<file path="src/rtl/powlib_strmchk_pkg.sv">
// Shared definitions for the stream checker: state encodings and LFSR constants.
package powlib_strmchk_pkg;

    typedef enum logic [1:0] {
        SEED  = 2'd0,
        CHECK = 2'd1,
        HALT  = 2'd2
    } strmchk_state_e;

    localparam int unsigned    LFSR_W    = 16;
    localparam logic [15:0]    LFSR_SEED = 16'hACE1;
    // Feedback taps 16,14,13,11 expressed as a mask over state[15:0]
    localparam logic [15:0]    LFSR_TAPS = 16'hB400;

endpackage

</file>
<file path="src/rtl/powlib_lfsr.sv">
// Fibonacci LFSR; shifts toward the MSB with the XOR of the tapped bits fed into bit 0.
module powlib_lfsr
    import powlib_strmchk_pkg::*;
#(
    parameter int unsigned          width = LFSR_W,
    parameter logic [width-1:0]     taps  = LFSR_TAPS,
    parameter logic [width-1:0]     seed  = LFSR_SEED
) (
    input  logic             clk,
    input  logic             rst,
    input  logic             en,
    output logic [width-1:0] state
);

    always_ff @(posedge clk or negedge rst) begin
        if (!rst) begin
            state <= seed;
        end else if (en) begin
            state <= {state[width-2:0], ^(state & taps)};
        end
    end

endmodule

</file>
<file path="src/rtl/powlib_strmchk.sv">
// Incrementing-sequence stream checker: seeds on the first beat, then counts beats and mismatches.
// Define POWLIB_STRMCHK_BP_EN to add LFSR-driven pseudo-random backpressure on rdrdy.
module powlib_strmchk
    import powlib_strmchk_pkg::*;
#(
    parameter int unsigned W           = 32,
    parameter int unsigned CW          = 32,
    parameter bit          STOP_ON_ERR = 1'b0,
    parameter              ID          = "STRMCHK"
) (
    input  logic          clk,
    input  logic          rst,
    input  logic          clr,
    input  logic [W-1:0]  rddata,
    input  logic          rdvld,
    output logic          rdrdy,
    output logic          err,
    output logic [CW-1:0] errcnt,
    output logic [CW-1:0] wordcnt,
    output logic          halted
);

    // ID only labels the instance; reject nonsensical configurations at elaboration
    if (W < 1 || CW < 1 || $bits(ID) < 8) begin : g_param_check
        $error("powlib_strmchk: invalid parameters");
    end

    strmchk_state_e state, state_n;
    logic [W-1:0]   exp;
    logic           bp_ok;
    logic           accept;
    logic           mismatch;

`ifdef POWLIB_STRMCHK_BP_EN
    logic [LFSR_W-1:0] lfsr_q;
    logic              lfsr_unused;

    powlib_lfsr #(
        .width (LFSR_W),
        .taps  (LFSR_TAPS),
        .seed  (LFSR_SEED)
    ) u_lfsr (
        .clk   (clk),
        .rst   (rst),
        .en    (1'b1),
        .state (lfsr_q)
    );

    assign bp_ok       = (lfsr_q[1:0] != 2'b00);
    assign lfsr_unused = ^lfsr_q[LFSR_W-1:2];
`else
    assign bp_ok = 1'b1;
`endif

    // Ready is gated by reset and clr directly so neither can ever admit a beat
    assign rdrdy    = rst & ~clr & (state != HALT) & bp_ok;
    assign accept   = rdvld & rdrdy;
    assign mismatch = (rddata != exp);
    assign halted   = (state == HALT);

    always_comb begin
        state_n = state;
        unique case (state)
            SEED:    if (accept) state_n = CHECK;
            CHECK:   if (accept && mismatch && STOP_ON_ERR) state_n = HALT;
            HALT:    state_n = HALT;
            default: state_n = SEED;
        endcase
        if (clr) state_n = SEED;
    end

    always_ff @(posedge clk or negedge rst) begin
        if (!rst) begin
            state <= SEED;
        end else begin
            state <= state_n;
        end
    end

    always_ff @(posedge clk or negedge rst) begin
        if (!rst) begin
            exp     <= '0;
            err     <= 1'b0;
            errcnt  <= '0;
            wordcnt <= '0;
        end else if (clr) begin
            exp     <= '0;
            err     <= 1'b0;
            errcnt  <= '0;
            wordcnt <= '0;
        end else if (accept) begin
            // Expectation always follows the received data, so a mismatch resyncs
            exp <= rddata + W'(1);
            if (state == SEED) begin
                wordcnt <= CW'(1);
            end else begin
                if (wordcnt != '1) wordcnt <= wordcnt + CW'(1);
                if (mismatch) begin
                    err <= 1'b1;
                    if (errcnt != '1) errcnt <= errcnt + CW'(1);
                end
            end
        end
    end

endmodule

</file>
<file path="config.mk">
export PLATFORM = sky130hd
export DESIGN_NAME = powlib_strmchk
export DESIGN_NICKNAME = d
export VERILOG_FILES = /design/src/rtl/powlib_strmchk_pkg.sv /design/src/rtl/powlib_lfsr.sv /design/src/rtl/powlib_strmchk.sv
export SDC_FILE = /design/constraint.sdc
export NUM_CORES = 1
export LEC_CHECK = 0
export ABC_AREA = 1
export BUFFER_PORTS_ARGS = -buffer_cell sky130_fd_sc_hd__buf_2
export CELL_PAD_IN_SITES_DETAIL_PLACEMENT = 0
export CELL_PAD_IN_SITES_GLOBAL_PLACEMENT = 1
export CORE_ASPECT_RATIO = 0.6
export CORE_MARGIN = 3
export CORE_UTILIZATION = 37
export CTS_CLUSTER_DIAMETER = 60
export DETAILED_ROUTE_END_ITERATION = 6
export GPL_ROUTABILITY_DRIVEN = 0
export PLACE_DENSITY_LB_ADDON = 0.2
export SYNTH_ARGS = -nofsm -noshare
export SYNTH_HDL_FRONTEND = slang
export SYNTH_SLANG_ARGS = --single-unit
</file>
<file path="constraint.sdc">
create_clock -name clk -period 1.9 [get_ports clk]
set_clock_uncertainty 0.1 [all_clocks]
set_input_delay 0.38 -clock clk [delete_from_list [all_inputs] [get_ports clk]]
set_output_delay 0.38 -clock clk [all_outputs]
set_load 0.05 [all_outputs]
</file>
# --- Word-level counts from Yosys, hierarchy flattened ---
# Index checks and enable logic that the tools add are counted.
totals:
  regBits: 99
  latchBits: 0
  mem_bits_rw: 0
  romBits: 0
  in_bits: 36
  elab_cells: 48
  mem_count: 0
op_classes:
  n_addsub: 3
  mul: 0
  n_div: 0
  order_cmp: 0
  n_eq_ne: 9
  shifts: 0
  n_mux: 18
  n_bitwise: 4
  n_reduce_logical: 9
ops:
  columns: ["cell", "n"]
  rows:
  - ["$mux W32", 11]
  - ["$add A32 B1 Y32 const B", 3]
  - ["$ne A32 B32 Y1 const B", 2]
  - ["$ne A32 B32 Y1", 1]
  - ["$ne A2 B2 Y1 const B", 3]
  - ["$pmux W2 S3", 1]
  - ["$reduce_bool A2 Y1", 3]
  - ["$mux W1", 4]
  - ["$mux W2", 2]
  - ["$reduce_and A2 Y1", 2]
  - ["$reduce_and A4 Y1", 1]
  - ["$and A1 B1 Y1", 3]
  - ["$ne A3 B3 Y1 const B", 1]
  - ["$reduce_and A3 Y1", 1]
  - ["$reduce_bool A3 Y1", 1]
  - ["$eq A2 B1 Y1 const B", 1]
  - ["$eq A2 B2 Y1 const B", 1]
  - ["$logic_not A2 Y1", 1]
  - ["$not A1 Y1", 1]

# --- Logic depth before layout (Yosys ltp) ---
logic_depth:
  ltp_word: 7
  mapped_depth: 13
  depth_no_buf: 12

# --- Worst setup path before layout ---
# OpenSTA, ideal clock, no wires.
synth_timing:
  kind: "reg2reg"
  start: "register errcnt[0]"
  end: "register errcnt[13]"
  t_arrival_ns: 2.033
  path_slack_ns: -0.353
  path_stages_with_launch: 12
  n_path_buf: 1
  synth_period_minus_slack_ns: 2.253
  path_cell_list: "dfrtp_1 ha_1 nand2_2 nor2_4 nand2_2 nor2_2 nand2_1 a21oi_2 inv_2 buf_2 nand4_1 nand2_1"
synth_between:
  elab_chain_cells: 6
  word_cells_on_any_way: 9
  cone_classes: "add/sub (1); eq/ne (1); mux (5); reduce/logical (2)"
synth_rtl:
  columns: ["item", "line", "text"]
  rows:
  - ["from (decl)", "powlib_strmchk.sv:18", "output logic [CW-1:0] errcnt,"]
  - ["from (signal assigned)", "powlib_strmchk.sv:100", "if (errcnt != '1) errcnt <= errcnt + CW'(1);"]
  - ["$add A32 B1 Y32", "powlib_strmchk.sv:100", null]
  - ["$mux W32", "powlib_strmchk.sv:100", null]
  - ["$mux W32", "powlib_strmchk.sv:98", "if (mismatch) begin"]
  - ["$mux W32", "powlib_strmchk.sv:94", "if (state == SEED) begin"]
  - ["$mux W32", "powlib_strmchk.sv:91", "end else if (accept) begin"]
  - ["$mux W32", "powlib_strmchk.sv:86", "end else if (clr) begin"]
# Parallel ways exist; a longest one is shown, timed or not. The select of a mux whose other input is x is not followed.
# A chain may end at the register's enable or synchronous reset.

# --- Worst setup path after layout ---
layout_timing:
  start: "register errcnt[0]"
  end: "register errcnt[2]"
# The elaborated chain is that of the path after synthesis.

==> flow_metrics.env <==
export IMPL_drive_above_1_share_pct=29.1
export IMPL_hold_viol_final=0
export IMPL_drc=6
export IMPL_grt_pass1_vias=7612
export IMPL_drt_pass1_iterations=7
export IMPL_dp_cells=1664
export IMPL_n_antenna_cell=0
export IMPL_synth_top_area_share_pct=34.0
export IMPL_crit_path_end_kind="flip-flop"
export IMPL_critPathArrivalTime_ps=2090
export IMPL_finalPower_mw=5.25
export IMPL_start_kind="flip-flop"
export IMPL_clk_pin_slew_ps=70
export IMPL_syn2layout_area_growth_pct=39.6
export IMPL_slew_violations=0
export IMPL_row_count=39
export IMPL_fp_dieW_um=187
export IMPL_htreeDepth=3
export IMPL_fin_crit_sh_pct=99.7
export IMPL_grt_ovfl_total=0
export IMPL_vias=8571
export IMPL_violations="design-rule violations"
export IMPL_synth_area_leaders="dfrtp_1 34%, nand2_1 21%, nor2_1 8.7%"
export IMPL_grt_setup_unrepaired="yes"
export IMPL_final_nets=1462
export IMPL_ios=103
export IMPL_power_density_mw_per_mm2=515
export IMPL_grt_usage_pct=26.4
export IMPL_antenna_found_initial=0
export IMPL_synth_seq_cells=99
export IMPL_ys_warn_count=0
export IMPL_die_h_um=115
export IMPL_postRouteAntennaNets=0
export IMPL_wl_um=28400
export IMPL_dpl_hpwl_um=21900
export IMPL_hold_ws_ps=102
export IMPL_crit_path_max_incr_delay_ps=430
export IMPL_setup_viol=0
export IMPL_drv_cap=0
export IMPL_crit_chain="ha_4, nand2_4, nor2_4, nand2_2, nor2_4, nand2_2, a21oi_2, inv_4, nand3_4, buf_8, nand2_1, nand2_1"
export IMPL_worst_pin_slew_ps=736
export IMPL_coreArea_mm2=0.0192
export IMPL_critPathMaxFanout=12
export IMPL_vdd_ir_drop_max_v=0.000419
export IMPL_ctsRootBufferMaster="clkbuf_16"
export IMPL_die_area_mm2=0.0215
export IMPL_synth_top_cell_by_area="dfrtp_1"
export IMPL_hold_class="input pin to asynchronous set/reset pin"
export IMPL_final_cell_mix="388 x nand2_1, 152 x nor2_1, 151 x buf_4"
export IMPL_cts_num_sinks=99
export IMPL_cts_tree="yes"
export IMPL_synthDistinctLibCells=42
export IMPL_numCtsBuffers=9
export IMPL_clkLatencyLatePin_ps=360
export IMPL_syn_instance_count=1167
export IMPL_synth_area_mm2=0.00729
export IMPL_grt_max_degree=54
export IMPL_final_common_cell="nand2_1"
export IMPL_syn_num_nets=1206
export IMPL_final_setup_worst_slack_ps=5.73
export IMPL_synth_avg_cell_area_um2=6.25
export IMPL_post_place_ws_ps=-146
export IMPL_max_freq_mhz=528
export IMPL_drtIter0Drc=886
export IMPL_max_slew_margin_pct=50.9
export IMPL_period_needed_ps=1890
export IMPL_status="finished, violations left"
export IMPL_vias_per_cell=5.06
export IMPL_worstSetupPathType="flip-flop to flip-flop"
export IMPL_ys_seq_area_share_pct=34.0
export IMPL_port_buffers=102
export IMPL_wire_per_inst_um=16.8
export IMPL_initial_core_util_pct=38.0
export IMPL_fin_cells=1694
export IMPL_grt_pass1_wl_um=43900
export IMPL_crit_slowest_cell="dfrtp_4"
export IMPL_cts_buffer_depth=2
export IMPL_power_leakage_nw=4.93
export IMPL_cp_required_ps=2090
export IMPL_cts_hold_buf=0
layer usage:
metal	part of all wire, %	up-vias	GRT usage (%)
met2	35	335	31.4
met3	11	11	7.40
met4	0.65	0	3.72
met5	0	-	0
met1	54	3986	45.1
li1	-	4239	-
flip-flops by register name (all words and copies together) (netlist names):
name,cells
err,1
errcnt,32
state,2
exp,32
wordcnt,32
final cells by class:
| cell class | count | area (um2) |
|---|---|---|
| clock buffer | 10 | 239 |
| inverter | 156 | 602 |
| sequential | 99 | 2520 |
| timing repair buffer | 278 | 2130 |
| fill | 1918 | 9000 |
| multi-input combinational | 879 | 4260 |
| tap | 266 | 333 |
| clock inverter | 6 | 88.8 |
Yosys cell counts (all sizes together):
library cell and instances:
nand2 411, nor2 175, inv 155, dfrtp 99, nand3 71, nand4 67
o21ai 61, nor3 24, buf 19, a21oi 18, clkbuf 14, o22ai 11
xnor2 11, o21bai 6, xor2 6, a31oi 3, ha 3, nor4 2
a211oi 1, a22o 1, a2bb2oi 1, a32o 1, and2 1, and3 1
clkinv 1, nor3b 1, o21a 1, o31ai 1, or2 1
metrics by stage:
| stage | setup TNS, ps | utilization, % | area, um2 |
|---|---|---|---|
| finish | 0 | 53.1 | 10200 |
| global placement | -2490 | 49.1 | 9410 |
| floorplan | -4470 | - | 7380 |
| global route | -2630 | 53.1 | 10200 |
| CTS | -26.2 | 50.8 | 9750 |
| detailed placement | -2780 | 49.1 | 9410 |
repair_timing:
action	4_1_cts	5_1_grt
cloned	0	4
setup endpoints to repair	17	61
setup buffers	0	10
hold endpoints to repair	0	0
resized for setup	6	80
pin swaps	0	20
final timing paths:
path / cells past startpoint / from / slack, ps / endpoint
worst max-delay path: 12 / errcnt[0] / 6 / errcnt[2]
worst min-delay path: 2 / rst / 100 / wordcnt[27]
worst max register to register: 12 / errcnt[0] / 6 / errcnt[2]
worst min register to register: 1 / state[1] / 390 / state[0]
max in group asynchronous: 3 / rst / 650 / wordcnt[0]
min in group clk: 4 / rddata[30] / 230 / exp[30]
cells by family after synthesis:
group | after synthesis | synth area share (%)
AO/OA/AOI/OAI | 105 | 7.98
XOR/XNOR | 17 | 2.04
adder cells (fa/ha/maj) | 3 | 0.515
buffers and inverters | 189 | 10.7
flip-flops | 99 | 34.0
AND/OR/NAND/NOR | 754 | 44.8
worst max-delay path, delay by kind of cell (launching register included):
family | cells | cell delay (ps)
AND/OR/NAND/NOR | 8 | 740
flip-flops | 1 | 430
buffers and inverters | 2 | 240
AO/OA/AOI/OAI | 1 | 160
adder cells (fa/ha/maj) | 1 | 150
report_power, final:
part           leakage, nW  internal, mW  switching [mW]
combinational         3.46         0.375           0.569
sequential            1.31          2.16          0.0454
clock                0.155          1.19           0.899
Power figures use the tool's default switching activity.
